--- src/rtl/raycast_nearest_hit.sv ---
// raycast_nearest_hit
//   Closest-hit sequencer for one ray at a time. It accepts a ray and walks a
//   shape table of runtime size, reading one entry per cycle. It issues one
//   cast per shape to a fixed-latency intersect pipeline. It reduces the
//   in-order results to the nearest hit and presents that hit to the consumer.
//
//   Optional feature macro: RAYCAST_NEAREST_NAN_FILTER_EN
//     When defined, a result with res_hit=1 counts as a miss if its squared
//     distance is NaN or +/-inf, or if its sign bit is set.
//     When undefined, res_hit is used as-is and the raw distance bits are compared.
//
// Ports
//   clk, rst                 clock, asynchronous active-high reset
//   in_valid/in_ready        ray handshake; in_src/in_dir/num_shapes sampled on accept
//   shape_rd_en/addr/data    shape table read port, data valid one cycle after enable
//   cast_valid/src/dir/shape cast to the intersect pipeline (never stalls)
//   res_*                    pipeline results, one per cast, in issue order
//   out_valid/out_ready      nearest-hit result handshake
//   out_hit/shape_idx/sq_distance/intersection  nearest-hit payload
module raycast_nearest_hit #(
  parameter int unsigned MAX_SHAPES = 16,
  parameter int unsigned SHAPE_W    = 168,
  localparam int unsigned IDX_W     = (MAX_SHAPES > 1) ? $clog2(MAX_SHAPES) : 1
) (
  input  logic               clk,
  input  logic               rst,
  input  logic               in_valid,
  output logic               in_ready,
  input  logic [47:0]        in_src,
  input  logic [47:0]        in_dir,
  input  logic [IDX_W:0]     num_shapes,
  output logic               shape_rd_en,
  output logic [IDX_W-1:0]   shape_rd_addr,
  input  logic [SHAPE_W-1:0] shape_rd_data,
  output logic               cast_valid,
  output logic [47:0]        cast_src,
  output logic [47:0]        cast_dir,
  output logic [SHAPE_W-1:0] cast_shape,
  input  logic               res_valid,
  input  logic               res_hit,
  input  logic [15:0]        res_sq_distance,
  input  logic [47:0]        res_intersection,
  output logic               out_valid,
  input  logic               out_ready,
  output logic               out_hit,
  output logic [IDX_W-1:0]   out_shape_idx,
  output logic [15:0]        out_sq_distance,
  output logic [47:0]        out_intersection
);

  localparam int unsigned CNT_W = IDX_W + 1;
  localparam logic [CNT_W-1:0] MAX_CNT = CNT_W'(MAX_SHAPES);
  localparam logic [15:0] POS_INF = 16'h7C00;

  typedef enum logic [1:0] {S_IDLE, S_ISSUE, S_DRAIN, S_OUTPUT} state_t;

  state_t             state_q, state_d;
  logic               in_ready_q, in_ready_d;
  logic               rd_en_q, rd_en_d;
  logic [CNT_W-1:0]   issue_cnt_q, issue_cnt_d;
  logic [CNT_W-1:0]   res_cnt_q, res_cnt_d;
  logic [CNT_W-1:0]   num_q, num_d;
  logic               cast_valid_q, cast_valid_d;
  logic [47:0]        src_q, src_d;
  logic [47:0]        dir_q, dir_d;
  logic               best_hit_q, best_hit_d;
  logic [15:0]        best_dist_q, best_dist_d;
  logic [IDX_W-1:0]   best_idx_q, best_idx_d;
  logic [47:0]        best_isect_q, best_isect_d;
  logic               out_valid_q, out_valid_d;
  logic               out_hit_q, out_hit_d;
  logic [IDX_W-1:0]   out_idx_q, out_idx_d;
  logic [15:0]        out_dist_q, out_dist_d;
  logic [47:0]        out_isect_q, out_isect_d;

  logic               res_hit_eff;
  logic               res_better;
  logic               res_last;
  logic [CNT_W-1:0]   num_clamped;
  logic               cand_hit;
  logic [15:0]        cand_dist;
  logic [IDX_W-1:0]   cand_idx;
  logic [47:0]        cand_isect;

  // Hit qualification; bad distances are all encodings >= +inf once the sign is excluded.
`ifdef RAYCAST_NEAREST_NAN_FILTER_EN
  assign res_hit_eff = res_hit && !res_sq_distance[15] && (res_sq_distance[14:10] != 5'h1F);
`else
  assign res_hit_eff = res_hit;
`endif

  // Candidate best after folding in the current result; strict < keeps the lower index on ties.
  always_comb begin
    num_clamped = (num_shapes > MAX_CNT) ? MAX_CNT : num_shapes;
    res_better  = res_hit_eff && (!best_hit_q || (res_sq_distance < best_dist_q));
    res_last    = (res_cnt_q == (num_q - CNT_W'(1)));
    cand_hit    = res_better ? 1'b1 : best_hit_q;
    cand_dist   = res_better ? res_sq_distance : best_dist_q;
    cand_idx    = res_better ? res_cnt_q[IDX_W-1:0] : best_idx_q;
    cand_isect  = res_better ? res_intersection : best_isect_q;
  end

  // Next-state and registered-output logic
  always_comb begin
    state_d      = state_q;
    rd_en_d      = rd_en_q;
    issue_cnt_d  = issue_cnt_q;
    res_cnt_d    = res_cnt_q;
    num_d        = num_q;
    cast_valid_d = rd_en_q;
    src_d        = src_q;
    dir_d        = dir_q;
    best_hit_d   = best_hit_q;
    best_dist_d  = best_dist_q;
    best_idx_d   = best_idx_q;
    best_isect_d = best_isect_q;
    out_valid_d  = out_valid_q;
    out_hit_d    = out_hit_q;
    out_idx_d    = out_idx_q;
    out_dist_d   = out_dist_q;
    out_isect_d  = out_isect_q;

    case (state_q)
      S_IDLE: begin
        if (in_valid && in_ready_q) begin
          src_d        = in_src;
          dir_d        = in_dir;
          num_d        = num_clamped;
          issue_cnt_d  = '0;
          res_cnt_d    = '0;
          best_hit_d   = 1'b0;
          best_dist_d  = POS_INF;
          best_idx_d   = '0;
          best_isect_d = '0;
          if (num_clamped == '0) begin
            // Empty table: present a miss; out_valid rises one cycle into OUTPUT.
            state_d     = S_OUTPUT;
            out_hit_d   = 1'b0;
            out_idx_d   = '0;
            out_dist_d  = POS_INF;
            out_isect_d = '0;
          end else begin
            state_d = S_ISSUE;
            rd_en_d = 1'b1;
          end
        end
      end
      S_ISSUE: begin
        if (issue_cnt_q == (num_q - CNT_W'(1))) begin
          state_d     = S_DRAIN;
          rd_en_d     = 1'b0;
          issue_cnt_d = '0;
        end else begin
          issue_cnt_d = issue_cnt_q + CNT_W'(1);
        end
      end
      S_DRAIN: begin
      end
      S_OUTPUT: begin
        if (out_valid_q && out_ready) begin
          out_valid_d = 1'b0;
          state_d     = S_IDLE;
        end else begin
          out_valid_d = 1'b1;
        end
      end
      default: state_d = S_IDLE;
    endcase

    // Result reduction overlaps issue; results outside ISSUE/DRAIN are ignored.
    if (((state_q == S_ISSUE) || (state_q == S_DRAIN)) && res_valid) begin
      best_hit_d   = cand_hit;
      best_dist_d  = cand_dist;
      best_idx_d   = cand_idx;
      best_isect_d = cand_isect;
      res_cnt_d    = res_cnt_q + CNT_W'(1);
      if (res_last) begin
        state_d     = S_OUTPUT;
        rd_en_d     = 1'b0;
        issue_cnt_d = '0;
        res_cnt_d   = '0;
        out_valid_d = 1'b1;
        out_hit_d   = cand_hit;
        out_idx_d   = cand_idx;
        out_dist_d  = cand_dist;
        out_isect_d = cand_isect;
      end
    end
  end

  // in_ready is registered, so it reflects the state being entered.
  assign in_ready_d = (state_d == S_IDLE);

  // State and output registers
  always_ff @(posedge clk or posedge rst) begin
    if (rst) begin
      state_q      <= S_IDLE;
      in_ready_q   <= 1'b1;
      rd_en_q      <= 1'b0;
      issue_cnt_q  <= '0;
      res_cnt_q    <= '0;
      num_q        <= '0;
      cast_valid_q <= 1'b0;
      src_q        <= '0;
      dir_q        <= '0;
      best_hit_q   <= 1'b0;
      best_dist_q  <= POS_INF;
      best_idx_q   <= '0;
      best_isect_q <= '0;
      out_valid_q  <= 1'b0;
      out_hit_q    <= 1'b0;
      out_idx_q    <= '0;
      out_dist_q   <= POS_INF;
      out_isect_q  <= '0;
    end else begin
      state_q      <= state_d;
      in_ready_q   <= in_ready_d;
      rd_en_q      <= rd_en_d;
      issue_cnt_q  <= issue_cnt_d;
      res_cnt_q    <= res_cnt_d;
      num_q        <= num_d;
      cast_valid_q <= cast_valid_d;
      src_q        <= src_d;
      dir_q        <= dir_d;
      best_hit_q   <= best_hit_d;
      best_dist_q  <= best_dist_d;
      best_idx_q   <= best_idx_d;
      best_isect_q <= best_isect_d;
      out_valid_q  <= out_valid_d;
      out_hit_q    <= out_hit_d;
      out_idx_q    <= out_idx_d;
      out_dist_q   <= out_dist_d;
      out_isect_q  <= out_isect_d;
    end
  end

  assign in_ready         = in_ready_q;
  assign shape_rd_en      = rd_en_q;
  assign shape_rd_addr    = issue_cnt_q[IDX_W-1:0];
  assign cast_valid       = cast_valid_q;
  assign cast_src         = src_q;
  assign cast_dir         = dir_q;
  // Table data arrives in the cycle cast_valid is high, so it is forwarded without a register.
  assign cast_shape       = shape_rd_data;
  assign out_valid        = out_valid_q;
  assign out_hit          = out_hit_q;
  assign out_shape_idx    = out_idx_q;
  assign out_sq_distance  = out_dist_q;
  assign out_intersection = out_isect_q;

endmodule

--- config.mk ---
export PLATFORM = sky130hd
export DESIGN_NAME = raycast_nearest_hit
export DESIGN_NICKNAME = d
export VERILOG_FILES = /design/src/rtl/raycast_nearest_hit.sv
export SDC_FILE = /design/constraint.sdc
export NUM_CORES = 1
export LEC_CHECK = 0
export CAP_MARGIN = 10
export CORE_AREA = 2 2 268 270
export DETAILED_ROUTE_END_ITERATION = 7
export DIE_AREA = 0 0 270 272
export SLEW_MARGIN = 20
export SYNTH_ARGS = -nofsm -noshare
export SYNTH_HDL_FRONTEND = slang
export SYNTH_SLANG_ARGS = --single-unit
--- constraint.sdc ---
create_clock -name clk -period 8.55 [get_ports clk]
set_input_delay 0.855 -clock clk [delete_from_list [all_inputs] [get_ports clk]]
set_output_delay 0.855 -clock clk [all_outputs]
set_load 0.01 [all_outputs]
==> impl_metrics.yaml <==
yosys:
  syn_avg_cell_area_sq_um: 9.62
  synth-seq-area-share: 0.493
  netlist_instances: 1347
  netlist.top_cell.by_area: "dfrtp_1"
  yosys_warnings: 0
  postSynthNetCount: 1708
  ys_seq_elements: 255
  synth_top_cells_by_area: "dfrtp_1 (47%), nand2_1 (12%), buf_4 (10%), o221ai_2 (7.0%), inv_1 (4.3%)"
  synth_top_area_frac: 0.471
  synthDistinctLibCells: 47
  syn-cell-area_sq_um: 13000
routing:
  ant_nets: 0
  drtPass1Iterations: 5
  vias: 9600
  viasPerCell: 3.87
  wl_per_cell_um: 16.4
  drcViolationCount: 0
  totalWireLength_um: 40600
  drtIter0Drc: 357
clock_tree:
  cts_sinks: 255
  cts_tree: "yes"
  cts_resized: 0
  cts_max_path_buffers: 3
  cts.reportedPaths.clkPinSlew_ps: 60
  clock_latency_ps: 590
  post_cts_buffers: 0
  htree_levels: 1
  root_buffer: "clkbuf_16"
  cts_made_buffers: 31
  ctsHoldBuffers: 0
floorplan:
  num_rows: 98
  core_area_sq_um: 70800
  start_util: 0.183
  die_h_um: 272
  die_w_um: 270
  ioPinCount: 680
  dieArea_sq_um: 73400
placed_design:
  hpwlAfterDp_um: 29500
  portBuffers: 343
  dp_cells: 2421
  pre_cts_slack_ps: 3820
  finalWeightedCongestion: 0.839
pwr:
  vdd_ir_drop_max_uv: 158
  powerDensity_nw_per_um2: 312
  p_leak_nw: 7.60
setup_path:
  startpoint_type: "primary input"
  cp_max_fo: 40
  cp.arrival_ps: 4430
  required_ps: 8970
  criticalPathCategory: "primary input to flip-flop"
  worst_setup_path_end_kind: "flip-flop"
cells_and_area:
  nFillCells: 7523
  area_delta_synth_final_pct: 32.6
  fin_cells: 2480
  final_nets: 1865
  drive_gt1_frac: 0.107
global_routing:
  grt-ovfl-total: 0
  grt_max_degree: 107
  antenna_found_initial: 5
  grt_use_total: 0.108
  grt_pass1_wl_um: 61900
  grt_pass1_vias: 10200
sta:
  finalSetupTns_ps: 0
  skew_ps: 19.9
  period_share: 0.469
  setup_violations: 0
  hold_violations: 0
  final.setup.worst_slack_ps: 4540
  drv_slew: 0
  rsz0062_at_grt: "no"
  post-route-min-period_ps: 4010
  fmax_mhz: 249
  slew_headroom: 0.379
  tightest_slew_ps: 931
min_path:
  worst_hold_path_type: "flip-flop to flip-flop"
job:
  drv_cap: 0
status:
  status: "finished clean"
[where the power goes]
part | total, mW | switching, mW | internal [mW]
Sequential | 1.92 | 0.261 | 1.66
Combinational | 2.11 | 1.08 | 1.04
Clock | 1.34 | 0.536 | 0.803
[worst max-delay path: stages]
cell             delay, ps
clkdlybuf4s50_1        460
ha_1                   350
and4_1                 240
nand3_1                190
a2111o_1               410
nand4_1                360
a21bo_4                530
buf_4                  700
o221ai_2               210
[final timing paths]
| kind | from | end | slack [ps] | depth (start not counted) |
|---|---|---|---|---|
| worst min register to register | shape_rd_en$_DFF_PP0_ | cast_valid$_DFF_PP0_ | 440 | 0 |
| worst min-delay path | shape_rd_en$_DFF_PP0_ | cast_valid$_DFF_PP0_ | 440 | 0 |
| worst max-delay path | res_sq_distance[15] | out_sq_distance[7]$_DFF_PP0_ | 4540 | 9 |
| worst max register to register | best_dist_q[13]$_DFFE_PP1P_ | out_sq_distance[7]$_DFF_PP0_ | 4760 | 9 |
| max in group asynchronous | rst | cast_src[38]$_DFFE_PP0P_ | 5880 | 4 |
| min in group asynchronous | rst | best_isect_q[12]$_DFFE_PP0P_ | 790 | 2 |
[registers in the layout, indices dropped and copies added, names as in the netlist]
register,count
best_idx_q,4
out_intersection,48
state_q,2
best_hit_q,1
cast_src,48
out_sq_distance,16
cast_valid,1
cast_dir,48
shape_rd_en,1
issue_cnt_q,5
out_hit,1
best_isect_q,48
out_valid,1
out_shape_idx,4
res_cnt_q,5
in_ready,1
best_dist_q,16
num_q,5
[per-stage QoR]
stage	hold WS (ps)	cell area [sq um]	utilization	power [mW]
after global routing	459	17200	0.243	5.75
after CTS	460	17200	0.243	5.48
after floorplan	435	13000	-	3.12
after detailed placement	447	16100	0.228	4.09
after global placement	443	16100	0.228	4.02
final	438	17200	0.243	5.37
[metal layers]
layer	vias to the layer above	track usage	part of all wire
met5	-	0.00770	0.0020
met4	10	0.0335	0.028
met3	97	0.0551	0.12
met2	431	0.176	0.45
met1	4599	0.121	0.39
li1	4463	-	-
[placed cells by master, fill, tap and decap left out, types with 5 or more instances in the layout]
| cell type | n |
|---|---|
| inv_1 | 147 |
| o21ai_0 | 14 |
| clkbuf_16 | 31 |
| mux2_2 | 15 |
| a21oi_1 | 25 |
| mux2i_1 | 53 |
| nand3_1 | 7 |
| o221ai_2 | 60 |
| clkbuf_8 | 9 |
| clkdlybuf4s50_1 | 343 |
| buf_4 | 11 |
| nand3b_1 | 5 |
| dfrtp_1 | 244 |
| ha_1 | 22 |
| nor3_1 | 11 |
| a221oi_1 | 5 |
| clkbuf_1 | 9 |
| dfstp_2 | 11 |
| nand2_1 | 427 |
| xnor2_1 | 5 |
| nor2_1 | 12 |
[Yosys cell counts (all sizes together)]
| cell type | number |
|---|---|
| a2111o | 1 |
| a2111oi | 1 |
| a211o | 2 |
| a21bo | 1 |
| a21boi | 1 |
| a21oi | 26 |
| a221oi | 5 |
| a2bb2oi | 1 |
| a31o | 1 |
| a32oi | 1 |
| a41oi | 1 |
| and3 | 6 |
| and4 | 1 |
| buf | 199 |
| clkbuf | 32 |
| dfrtp | 244 |
| dfstp | 11 |
| ha | 22 |
| inv | 148 |
| mux2 | 15 |
| mux2i | 53 |
| nand2 | 428 |
| nand2b | 3 |
| nand3 | 9 |
| nand3b | 5 |
| nand4 | 3 |
| nor2 | 13 |
| nor3 | 12 |
| nor3b | 2 |
| nor4b | 1 |
| o21a | 2 |
| o21ai | 14 |
| o221ai | 64 |
| o41ai | 1 |
| or2 | 2 |
| or3 | 3 |
| xnor2 | 5 |
| xnor3 | 4 |
| xor2 | 4 |
[area by class of cell]
type	instances	area, sq um	area share
Inverter	148	563	0.0328
Antenna cell	1	2.50	0.000146
Sequential cell	255	6390	0.372
Clock buffer	49	933	0.0543
Tap cell	950	1190	0.0692
Clock inverter	9	104	0.00604
Timing Repair Buffer	355	3540	0.206
Multi-Input combinational cell	713	4470	0.260
[cell families after synthesis]
group,after synthesis,share of synthesized area
AOI/OAI and AO/OA,122,0.101
xor gates and xnor gates,13,0.0130
adders and majority gates,22,0.0212
buffers and inverters,379,0.166
DFF,255,0.493
muxes,68,0.0540
and+or+nand+nor,488,0.152
Note: power is estimated with default switching activity, not from simulation.
